--- config.mk ---
export PLATFORM = sky130hd
export DESIGN_NAME = mem_arbiter
export DESIGN_NICKNAME = d
export VERILOG_FILES = /design/src/rtl/mem_arbiter.sv
export SDC_FILE = /design/constraint.sdc
export NUM_CORES = 1
export LEC_CHECK = 0
export CAP_MARGIN = 25
export CORE_MARGIN = 1
export CORE_UTILIZATION = 33
export DETAILED_ROUTE_END_ITERATION = 10
export MAX_ROUTING_LAYER = met4
export PLACE_DENSITY = 0.86
export SLEW_MARGIN = 40
export SYNTH_ARGS = -nofsm -noshare
export SYNTH_HDL_FRONTEND = slang
export SYNTH_SLANG_ARGS = --single-unit
--- constraint.sdc ---
create_clock -name i_clk -period 1.7 [get_ports i_clk]
set_input_delay 0.255 -clock i_clk [delete_from_list [all_inputs] [get_ports i_clk]]
set_output_delay 0.255 -clock i_clk [all_outputs]
set_load 0.01 [all_outputs]
--- src/rtl/mem_arbiter.sv ---
// Single-port RAM arbiter: serializes CPU and host accesses onto one synchronous-read RAM port,
// bounds consecutive host grants while the CPU waits, and lets the host freeze CPU traffic.
module mem_arbiter #(
  parameter int ADDR_W     = 5,
  parameter int DATA_W     = 16,
  parameter int MAX_STREAK = 3
) (
  input  logic              i_clk,
  input  logic              i_rst,
  input  logic              i_cpu_req,
  input  logic              i_cpu_we,
  input  logic [ADDR_W-1:0] i_cpu_addr,
  input  logic [DATA_W-1:0] i_cpu_wdata,
  output logic              o_cpu_ack,
  output logic [DATA_W-1:0] o_cpu_rdata,
  input  logic              i_host_req,
  input  logic              i_host_we,
  input  logic [ADDR_W-1:0] i_host_addr,
  input  logic [DATA_W-1:0] i_host_wdata,
  output logic              o_host_ack,
  output logic [DATA_W-1:0] o_host_rdata,
  input  logic              i_host_hold,
  output logic [ADDR_W-1:0] o_ram_addr,
  output logic [DATA_W-1:0] o_ram_wdata,
  output logic              o_ram_we,
  input  logic [DATA_W-1:0] i_ram_rdata,
  output logic              o_busy
);

  localparam int STREAK_W = $clog2(MAX_STREAK + 1);
  localparam logic [STREAK_W-1:0] STREAK_LIMIT = STREAK_W'(MAX_STREAK);

  typedef enum logic [1:0] {
    IDLE,
    ISSUE,
    RESP
  } state_t;

  state_t              r_state;
  state_t              w_next_state;
  logic                r_owner_host;
  logic [STREAK_W-1:0] r_streak;
  logic [STREAK_W-1:0] w_next_streak;
  logic                w_grant_cpu;
  logic                w_grant_host;
  logic [ADDR_W-1:0]   r_ram_addr;
  logic [DATA_W-1:0]   r_ram_wdata;
  logic                r_ram_we;

  always_ff @(posedge i_clk) begin
    if (i_rst) r_state <= IDLE;
    else       r_state <= w_next_state;
  end

  always_comb begin
    w_next_state = r_state;
    case (r_state)
      IDLE:    if (w_grant_cpu || w_grant_host) w_next_state = ISSUE;
      ISSUE:   w_next_state = RESP;
      RESP:    w_next_state = IDLE;
      default: w_next_state = IDLE;
    endcase
  end

  // Hold overrides everything; otherwise the CPU wins a tie only once the host streak is exhausted.
  always_comb begin
    w_grant_cpu  = 1'b0;
    w_grant_host = 1'b0;
    if (r_state == IDLE) begin
      if (i_host_hold)                                        w_grant_host = i_host_req;
      else if (i_cpu_req && i_host_req && r_streak == STREAK_LIMIT) w_grant_cpu = 1'b1;
      else if (i_host_req)                                    w_grant_host = 1'b1;
      else if (i_cpu_req)                                     w_grant_cpu  = 1'b1;
    end
  end

  always_comb begin
    w_next_streak = r_streak;
    if (!i_host_hold) begin
      if (w_grant_cpu) begin
        w_next_streak = '0;
      end else if (w_grant_host) begin
        if (!i_cpu_req)                  w_next_streak = '0;
        else if (r_streak != STREAK_LIMIT) w_next_streak = r_streak + STREAK_W'(1);
      end
    end
  end

  // The RAM command is latched at grant time; ram_we only survives the single ISSUE cycle.
  always_ff @(posedge i_clk) begin
    if (i_rst) begin
      r_owner_host <= 1'b0;
      r_streak     <= '0;
      r_ram_addr   <= '0;
      r_ram_wdata  <= '0;
      r_ram_we     <= 1'b0;
    end else begin
      r_streak <= w_next_streak;
      if (w_grant_cpu) begin
        r_owner_host <= 1'b0;
        r_ram_addr   <= i_cpu_addr;
        r_ram_wdata  <= i_cpu_wdata;
        r_ram_we     <= i_cpu_we;
      end else if (w_grant_host) begin
        r_owner_host <= 1'b1;
        r_ram_addr   <= i_host_addr;
        r_ram_wdata  <= i_host_wdata;
        r_ram_we     <= i_host_we;
      end else begin
        r_ram_we <= 1'b0;
      end
    end
  end

  always_comb begin
    o_cpu_ack    = (r_state == RESP) && !r_owner_host;
    o_host_ack   = (r_state == RESP) &&  r_owner_host;
    o_busy       = (r_state != IDLE);
    o_cpu_rdata  = i_ram_rdata;
    o_host_rdata = i_ram_rdata;
    o_ram_addr   = r_ram_addr;
    o_ram_wdata  = r_ram_wdata;
    o_ram_we     = r_ram_we;
  end

endmodule
==> reports/qor.csv <==
metric;value;unit
Final WS setup;0.0641;ns
htree depth;1;
unrepaired setup endpoints after global routing;false;
Ports;122;
Slowest cell on crit path;clkdlybuf4s50_1;
postcts setup bufs;0;
vias in the first global route;1148;
Placeable Area;4380;um^2
VDD IR max;305;uV
first-pass GRT wire length;5.30;mm
row cnt;24;
final clock skew;0.00404;ns
syn_nets;201;
Die Width;69.7;um
1st-pass router iterations;4;
Async SR Flop Fraction;0;%
Placed Cells;228;
I/O Buffers;73;
Final setup violation count;0;
CTS tree;built;
PwrDens;693;nW/um^2
ANT nets after route;0;
global-route total usage across every layer;13.7;%
Clock transition at path regs;0.09;ns
unique cell type count in the Yosys netlist;27;
max cap viols;0;
Final Non-Filler Cells;232;
Post-synth top flop;dfxtp_1;
CTS Sinks;27;
Syn Area/Cell;11.2;um^2
via count;1103;
period utilization;96.2;%
Placer Congestion;0.812;
area grow syn2layout;43.6;%
final WL;3.15;mm
Slew Viols, Final;0;
n_diodes;0;
DR DRC count;0;
endpoint class of the critical path;output pin;
Worst Hold Class;flop to flop;
Startpoint Class;flop;
clk buf depth;2;
most common cell in the synthesized netlist;buf_4;
initial antenna violation count;0;
sequential share of the synthesized area;35.8;%
initial core utilization;34.4;%
Die H;69.7;um
fin crit period;1.64;ns
Leak;0.945;nW
vias per cell;4.75;
Worst Tran Pin Value;0.188;ns
Gate Count Post-Synth;135;
minimum setup slack after placement;-0.0456;ns
worst rel slew slack;87.1;%
fill cell count;412;
TritonCTS buffer count;3;
Max Fclk;611;MHz
Ys Warns;0;
post-synthesis cell area;1510;um^2
number of synthesized register bits;27;
GRT overflow;0;
Clock Latency Late Sink;0.26;ns
CP peak stage delay;0.55;ns
CP arrival;1.38;ns
pin count of the biggest net entering global routing;22;
Hold Violations, Final;0;
Synth area leaders;dfxtp_1, buf_4, mux2i_1, o2bb2ai_2, o2bb2ai_1;
total die area;4850;um^2
CP cell instances;nor2_2, inv_1, clkdlybuf4s50_1;
outcome;finished clean;
Yosys top cell area share;35.8;%
maximum fanout along the worst path;5;
number of synthesized flops with an enable pin;0;
top cell type by total area after synthesis;dfxtp_1;
Critical Path RT;1.44;ns
clk root buf;clkbuf_8;
leading cell types by count after synthesis;buf_4, dfxtp_1, mux2i_1, o2bb2ai_2, o2bb2ai_1;
nets;247;
DP Wirelength;2.44;mm
wire per inst;13.6;um
DR iter-0 viols;22;
Crit Path Class;flop to output pin;
share of cells above drive strength 1;16.7;%
[report_power, final]
part | total, mW | leakage, nW | switching, mW | internal, mW
Combinational | 0.427 | 0.700 | 0.154 | 0.274
Clock | 0.354 | 0.0228 | 0.187 | 0.167
Sequential | 0.721 | 0.223 | 0.0355 | 0.685
[per-stage QoR]
| step | TNS (ns) | cell area [um^2] | hold WS [ns] | power, mW | util [%] |
|---|---|---|---|---|---|
| CTS | 0 | 2160 | 0.478 | 1.53 | 49.4 |
| detailed placement | -0.321 | 2120 | 0.450 | 1.17 | 48.3 |
| global route | 0 | 2170 | 0.483 | 1.59 | 49.5 |
| floorplan | 0 | 1510 | 0.324 | 0.983 | - |
| finish | 0 | 2170 | 0.454 | 1.50 | 49.5 |
| global placement | 0 | 2120 | 0.446 | 1.16 | 48.3 |
[state kept, by name, indices dropped and copies added (netlist names)]
register	cells
o_ram_wdata	16
r_state	2
o_ram_we	1
o_ram_addr	5
r_streak	2
r_owner_host	1
[worst max-delay path: cells and delay by family, from the launching register on]
| kind | cells | cell delay [ns] |
|---|---|---|
| buffers and inverters | 2 | 0.62 |
| flip-flops | 1 | 0.41 |
| AND/OR/NAND/NOR | 1 | 0.08 |
[cell usage in the layout (no fill, tap or decap), drive strengths merged]
cell,count
a21oi,2
o21ai,2
nor3,1
clkdlybuf4s50,71
o211ai,1
nor2,5
inv,4
dlygate4sd2,1
ha,1
nor3b,3
a22oi,1
dfxtp,27
nor2b,1
and2b,1
dlymetal6s2s,1
or3b,1
mux2i,22
clkbuf,4
o2bb2ai,21
nand2,1
o2111ai,1
or2,1
and3b,1
buf,6
[what timing repair did]
action	in CTS	in global routing
gates resized for setup	2	2
hold buffers	0	0
endpoints found under the setup margin	1	1
[final timing paths]
path | endpoint | cells past startpoint | start | slack [ns]
worst max-delay path | o_busy | 3 | r_state[0]$_SDFFE_PP0P_ | 0.06
worst min-delay path | r_state[1]$_SDFFE_PP0P_ | 1 | r_state[1]$_SDFFE_PP0P_ | 0.45
worst max register to register | o_ram_wdata[14]$_SDFFE_PP0P_ | 5 | r_streak[0]$_SDFFE_PP0P_ | 0.29
worst min register to register | r_state[1]$_SDFFE_PP0P_ | 1 | r_state[1]$_SDFFE_PP0P_ | 0.45
[cell families after synthesis]
logic type      synth area share [%]
compound gates                  20.8
fa+ha+maj                      0.828
buf+inv                         20.7
flops                           35.8
mux                             14.6
simple gates                    7.29
[layer usage]
metal	vias to the layer above	global-route usage, %	wire (um)
met1	504	16.0	1310
met4	0	3.11	10
met2	54	22.5	1530
met5	-	-	0
met3	4	5.09	309
li1	541	-	-
[final cells by class]
cell class | instances | area (um^2) | share of cell area (%)
clock buffer | 4 | 45.0 | 2.08
inverter | 4 | 15.0 | 0.692
sequential | 27 | 542 | 25.0
multi-input combinational | 66 | 662 | 30.5
timing repair buffer | 79 | 840 | 38.7
tap | 52 | 65.1 | 3.00
Power figures use the tool's default switching activity.
